## src/rtl/store_rmw_unit.sv

```systemverilog
// Store path for sw/sh/sb. Word stores write straight through. Halfword and byte
// stores read the aligned word, merge the new lane(s), then write the word back.
module store_rmw_unit #(
  parameter int MEM_READ_LATENCY = 1
) (
  input  logic        clk,
  input  logic        reset,
  input  logic        start,
  input  logic [1:0]  size,
  input  logic [31:0] addr,
  input  logic [31:0] wdata,
  input  logic [31:0] mem_rdata,
  output logic [31:0] mem_addr,
  output logic        mem_wr,
  output logic [31:0] mem_wdata,
  output logic        busy,
  output logic        done,
  output logic        misalign
);

  localparam int CW = $clog2(MEM_READ_LATENCY + 1) + 1;
  localparam logic [CW-1:0] LAST = CW'(MEM_READ_LATENCY);

  typedef enum logic [2:0] {IDLE, READ, WRITE, DONE, ERR} state_t;

  typedef struct packed {
    logic [31:0] addr;
    logic [1:0]  size;
    logic [31:0] data;
  } req_t;

  state_t        state, state_n;
  req_t          req_q;
  logic [31:0]   merge_q;
  logic [CW-1:0] cnt_q;
  logic          misaligned;
  logic [3:0]    be;
  logic [31:0]   lane_data;
  logic [31:0]   merged;

  always_comb begin
    misaligned = 1'b0;
    case (size)
      2'b00:   misaligned = (addr[1:0] != 2'b00);
      2'b01:   misaligned = addr[0];
      2'b10:   misaligned = 1'b0;
      default: misaligned = 1'b1;
    endcase
  end

  // Byte enables select which lanes of the read word get replaced.
  always_comb begin
    be        = 4'b0000;
    lane_data = {2{req_q.data[15:0]}};
    case (req_q.size)
      2'b01: be = req_q.addr[1] ? 4'b1100 : 4'b0011;
      2'b10: begin
        be        = 4'b0001 << req_q.addr[1:0];
        lane_data = {4{req_q.data[7:0]}};
      end
      default: be = 4'b0000;
    endcase
  end

  for (genvar k = 0; k < 4; k++) begin : g_lane
    assign merged[8*k +: 8] = be[k] ? lane_data[8*k +: 8] : mem_rdata[8*k +: 8];
  end

  always_ff @(posedge clk) begin
    if (reset) begin
      state   <= IDLE;
      req_q   <= '0;
      merge_q <= '0;
      cnt_q   <= '0;
    end else begin
      state <= state_n;
      if (state == IDLE && start) begin
        req_q   <= '{addr: addr, size: size, data: wdata};
        merge_q <= wdata;
        cnt_q   <= '0;
      end
      if (state == READ) begin
        cnt_q <= cnt_q + 1'b1;
        if (cnt_q == LAST) merge_q <= merged;
      end
    end
  end

  always_comb begin
    state_n   = state;
    mem_addr  = '0;
    mem_wr    = 1'b0;
    mem_wdata = '0;
    busy      = 1'b1;
    done      = 1'b0;
    misalign  = 1'b0;
    case (state)
      IDLE: begin
        busy = 1'b0;
        if (start) begin
          if (misaligned)         state_n = ERR;
          else if (size == 2'b00) state_n = WRITE;
          else                    state_n = READ;
        end
      end
      READ: begin
        mem_addr = {req_q.addr[31:2], 2'b00};
        if (cnt_q == LAST) state_n = WRITE;
      end
      WRITE: begin
        mem_addr  = {req_q.addr[31:2], 2'b00};
        mem_wr    = 1'b1;
        mem_wdata = merge_q;
        state_n   = DONE;
      end
      DONE: begin
        done    = 1'b1;
        state_n = IDLE;
      end
      ERR: begin
        done     = 1'b1;
        misalign = 1'b1;
        state_n  = IDLE;
      end
      default: begin
        busy    = 1'b0;
        state_n = IDLE;
      end
    endcase
  end

endmodule
```

## config.mk

```make
export PLATFORM = sky130hd
export DESIGN_NAME = store_rmw_unit
export DESIGN_NICKNAME = d
export VERILOG_FILES = /design/src/rtl/store_rmw_unit.sv
export SDC_FILE = /design/constraint.sdc
export NUM_CORES = 1
export LEC_CHECK = 0
export ABC_AREA = 0
export ABC_CLOCK_PERIOD_IN_PS = 2300
export CORE_ASPECT_RATIO = 1.75
export CORE_UTILIZATION = 30
export CTS_CLUSTER_DIAMETER = 50
export DETAILED_ROUTE_END_ITERATION = 10
export SYNTH_ARGS = -nofsm -noshare
export SYNTH_HDL_FRONTEND = slang
export SYNTH_SLANG_ARGS = --single-unit
```

## constraint.sdc

```tcl
create_clock -name clk -period 2.3 [get_ports clk]
set_input_delay 0.575 -clock clk [delete_from_list [all_inputs] [get_ports clk]]
set_output_delay 0.575 -clock clk [all_outputs]
set_load 0.05 [all_outputs]
```

==> impl_metrics.prom, run 1 <==
# TYPE chip_impl_metric gauge
chip_impl_info{name="clock_tree.root_cell",value="clkbuf_16"} 1
chip_impl_metric{name="antenna_found_initial",unit=""} 1
chip_impl_metric{name="clock_pin_slew_on_the_worst_setup_and_hold_paths",unit="ns"} 0.06
chip_impl_metric{name="yosys_register_bits",unit=""} 87
chip_impl_metric{name="floorplan.initialDensity",unit=""} 0.305
chip_impl_metric{name="worst_ir_drop_vdd",unit="uV"} 471
chip_impl_metric{name="leakage",unit="nW"} 2.80
chip_impl_metric{name="detailed_route_wire_length",unit="mm"} 13.7
chip_impl_metric{name="post_synth_inst_count",unit=""} 548
chip_impl_metric{name="grt_start_max_net_pins",unit=""} 48
chip_impl_metric{name="power_per_cell_area",unit="nW/um^2"} 614
chip_impl_metric{name="instances_no_fill",unit=""} 885
chip_impl_metric{name="crit_required",unit="ns"} 1.73
chip_impl_metric{name="p_total",unit="mW"} 4.43
chip_impl_metric{name="timing.max_slew.rel_slack",unit=""} 0.631
chip_impl_metric{name="maximum_clock_path_buffer_count",unit=""} 2
chip_impl_metric{name="async_flop_share",unit=""} 0
chip_impl_info{name="post-synth-top-count-cell",value="nand2_1"} 1
chip_impl_metric{name="power_switching_share",unit=""} 0.289
chip_impl_metric{name="fmaxAchievable",unit="GHz"} 0.448
chip_impl_info{name="regToRegEndpoint",value="merge_q[30]$_SDFF_PP0_"} 1
chip_impl_metric{name="first_pass_grt_wire_length",unit="mm"} 21.6
chip_impl_metric{name="place_inst",unit=""} 865
chip_impl_info{name="worstPathCellList",value="buf_4, nor2b_1, a21o_1, or2_2, buf_12"} 1
chip_impl_metric{name="synth_enable_flop_cells",unit=""} 0
chip_impl_metric{name="area.growth.synth_to_final",unit="%"} 65.2
chip_impl_metric{name="finalCritPeriodShare",unit=""} 0.971
chip_impl_metric{name="power.internal",unit="mW"} 3.15
chip_impl_metric{name="reg2reg_setup_slack",unit="ns"} 0.42
chip_impl_metric{name="port-buffer-count",unit=""} 166
chip_impl_info{name="synth.largest_area_cell",value="dfxtp_1"} 1
chip_impl_metric{name="tns",unit="ns"} 0
chip_impl_metric{name="floorplan.die_area",unit="um^2"} 15100
chip_impl_info{name="capturing_element_type_of_the_critical_path",value="output pin"} 1
chip_impl_metric{name="grt-ovfl-total",unit=""} 0
chip_impl_metric{name="layout-drive-gt1-share",unit=""} 0.200
chip_impl_metric{name="synth_area_per_cell",unit="um^2"} 7.97
chip_impl_metric{name="chip_width",unit="um"} 93.2
chip_impl_info{name="dominantRegCellSynth",value="dfxtp_1"} 1
chip_impl_metric{name="seqPwrFrac",unit=""} 0.392
chip_impl_info{name="nature_of_the_critical_path_startpoint",value="register"} 1
chip_impl_info{name="crit_end",value="busy"} 1
chip_impl_metric{name="drtAntennaViolNets",unit=""} 0
chip_impl_metric{name="worst_clock_skew",unit="ns"} 0.00564
chip_impl_metric{name="post_drt_via_cell_ratio",unit=""} 4.93
chip_impl_metric{name="rows",unit=""} 58
chip_impl_metric{name="initialDrtViolationCount",unit=""} 127
chip_impl_metric{name="power.share.clock",unit=""} 0.349
chip_impl_metric{name="rr_worst_depth",unit=""} 6
chip_impl_metric{name="grt_pass1_vias",unit=""} 4472
chip_impl_metric{name="top_level_ports",unit=""} 169
chip_impl_metric{name="sequential_cell_area_fraction_in_the_yosys_report",unit=""} 0.399
chip_impl_metric{name="clock_sink_count",unit=""} 87
chip_impl_info{name="worstSetupStartpoint",value="state[0]$_SDFFE_PP0P_"} 1
chip_impl_info{name="hold_path_class",value="register to register"} 1
chip_impl_metric{name="globalplace.congestion",unit=""} 0.827
chip_impl_metric{name="filler_cell_count",unit=""} 1296
chip_impl_metric{name="cts_hold_buffers",unit=""} 0
chip_impl_info{name="timing.setup.critical_path_class",value="register to output pin"} 1
chip_impl_metric{name="post-route-drc-count",unit=""} 0
chip_impl_metric{name="power.share.combinational",unit=""} 0.259
chip_impl_metric{name="timing.final.max_slew_violations",unit=""} 0
chip_impl_info{name="outcome",value="completed"} 1
chip_impl_metric{name="vias_after_detailed_routing",unit=""} 4363
chip_impl_metric{name="net_switching_power",unit="mW"} 1.28
chip_impl_metric{name="worst_ep_arrival_time",unit="ns"} 1.66
chip_impl_info{name="critical_path.slowest_cell",value="dfxtp_4"} 1
chip_impl_metric{name="post_synth_instance_area",unit="um^2"} 4370
chip_impl_metric{name="track_usage",unit=""} 0.183
chip_impl_info{name="tritoncts_clock_tree",value="built"} 1
chip_impl_metric{name="dp.final_hpwl",unit="mm"} 10.4
chip_impl_metric{name="tightest_slew",unit="ns"} 0.553
chip_impl_metric{name="die_height",unit="um"} 162
chip_impl_metric{name="timing.hold.worst_path_depth",unit=""} 2
chip_impl_metric{name="holdWs",unit="ns"} 0.451
chip_impl_metric{name="cap_viol_max_count",unit=""} 0
chip_impl_metric{name="clock_latency_at_the_later_pin_of_the_worst_skew_pair",unit="ns"} 0.34
chip_impl_metric{name="tritoncts.num_buffers",unit=""} 9
chip_impl_info{name="rr_startpoint",value="req_q[32]$_SDFFE_PP0P_"} 1
chip_impl_metric{name="route.detailed.wl_per_inst",unit="um"} 15.5
chip_impl_metric{name="report.final.setup_viol",unit=""} 0
chip_impl_info{name="top_cells_by_area_in_the_synthesized_netlist",value="dfxtp_1, nand2_1, and2_1"} 1
chip_impl_metric{name="htree_num_levels",unit=""} 3
chip_impl_metric{name="final_hold_viol_count",unit=""} 0
chip_impl_metric{name="critical_path_peak_fanout",unit=""} 7
chip_impl_metric{name="dr.pass1.iters",unit=""} 4
chip_impl_metric{name="yosysWarningCount",unit=""} 0
chip_impl_metric{name="fin_crit",unit="ns"} 2.23
chip_impl_metric{name="final_nets",unit=""} 803
chip_impl_info{name="synthTopCellsByCount",value="nand2_1, dfxtp_1, a21oi_1"} 1
chip_impl_metric{name="synth_largest_type_area_fraction",unit=""} 0.399
chip_impl_info{name="unrepaired_setup_endpoints_after_global_routing",value="false"} 1
chip_impl_metric{name="ys_types",unit=""} 39
chip_impl_metric{name="timing.critical_path.slowest_cell_delay",unit="ns"} 0.37
chip_impl_metric{name="placeableCoreArea",unit="um^2"} 14300
## metal layers
layer  global-route usage  wire (um)  vias up
met2                0.348       7620      149
met5                    0          0        -
met4               0.0930        505        0
met3               0.0282        595       29
met1                0.187       4960     2021
li1                     -          -     2164
## cell type report
| type | count | area, um^2 | share of cell area |
|---|---|---|---|
| clock buffers | 10 | 229 | 0.0318 |
| well taps | 180 | 225 | 0.0312 |
| repair buffers | 190 | 2550 | 0.353 |
| flip-flops and latches | 87 | 1750 | 0.243 |
| multi-input cells | 407 | 2360 | 0.327 |
| inverters | 4 | 15.0 | 0.00208 |
| diodes | 1 | 2.50 | 0.000347 |
| clock inverters | 6 | 85.1 | 0.0118 |
## worst min path at each step
stage / start / endpoint / slack [ns]
2_1_floorplan: req_q[36]$_SDFFE_PP0P_ / req_q[36]$_SDFFE_PP0P_ / 0.43
3_3_place_gp: req_q[53]$_SDFFE_PP0P_ / req_q[53]$_SDFFE_PP0P_ / 0.44
3_5_place_dp: req_q[40]$_SDFFE_PP0P_ / req_q[40]$_SDFFE_PP0P_ / 0.45
4_1_cts: req_q[11]$_SDFFE_PP0P_ / req_q[11]$_SDFFE_PP0P_ / 0.45
5_1_grt: req_q[46]$_SDFFE_PP0P_ / req_q[46]$_SDFFE_PP0P_ / 0.48
6_report: req_q[40]$_SDFFE_PP0P_ / req_q[40]$_SDFFE_PP0P_ / 0.45
## placed cells by master (no fill, tap or decap), types with 2 or more instances in the layout
cell type,synthesis,final
a211oi_1,16,16
or2_2,3,3
nor2b_1,3,3
conb_1,1,2
clkinv_2,0,2
a311oi_1,16,16
a31o_1,3,3
and2_2,0,9
clkdlybuf4s50_1,0,99
dfxtp_4,0,2
mux2i_1,25,25
buf_12,0,70
nor2_1,6,5
a31o_2,13,13
dfxtp_1,87,84
nor3b_2,1,2
bufinv_16,0,2
o21bai_1,2,2
and2_1,63,54
nand2b_1,3,3
clkbuf_16,0,9
nor3_1,16,16
inv_1,4,4
ha_1,3,3
buf_4,4,20
nand2_1,148,148
a21oi_1,67,67
clkinvlp_4,0,2
a2111oi_0,2,2
## critical path, delay by kind of cell (launching register included)
family	cells	cell delay, ns
AND/OR/NAND/NOR	2	0.45
flip-flops	1	0.37
buffers and inverters	2	0.32
AO/OA/AOI/OAI	1	0.19
## power by group through the flow
stage	Clock (mW)	Combinational [mW]	Sequential, mW
after floorplan	0	0.660	1.72
after global placement	0	1.12	1.76
after detailed placement	0	1.14	1.77
after CTS	1.58	1.15	1.74
after global routing	1.63	1.24	1.75
final	1.54	1.15	1.74
## repair_timing
action                                  4_1_cts  5_1_grt
resized for setup                             4        1
endpoints found under the setup margin       59       19
buffers inserted                              0        3
pin swaps                                     0        2
## cells by family after synthesis
group / Yosys count / synth area share
muxes: 25 / 0.0573
adders and majority gates: 3 / 0.00860
DFF: 87 / 0.399
other: 1 / 0.000859
buffers and inverters: 55 / 0.0665
and+or+nand+nor: 250 / 0.273
AOI/OAI and AO/OA: 126 / 0.192
xor gates and xnor gates: 1 / 0.00201
## registers in the layout, summed over array words and instances, names as in the netlist
| register | count |
|---|---|
| cnt_q | 2 |
| merge_q | 32 |
| req_q | 50 |
| state | 3 |
## metrics by stage
step / util / setup WS (ns) / cell area [um^2]
2_1_floorplan: - / -0.0334 / 4380
3_3_place_gp: 0.480 / 0.0965 / 6860
3_5_place_dp: 0.480 / 0.0527 / 6860
4_1_cts: 0.502 / 0.0267 / 7180
5_1_grt: 0.504 / 0.0163 / 7210
6_report: 0.504 / 0.0670 / 7210
Power figures use the tool's default switching activity.
==> run 2, diff against run 1 <==
--- a/config.mk
+++ b/config.mk
@@ -5,7 +5,6 @@
 export SDC_FILE = /design/constraint.sdc
 export NUM_CORES = 1
 export LEC_CHECK = 0
-export ABC_AREA = 0
 export ABC_CLOCK_PERIOD_IN_PS = 2300
 export CORE_ASPECT_RATIO = 1.75
 export CORE_UTILIZATION = 30
==> results of run 2 <==
Final layout, timing and power as in run 1 (identical DEF).
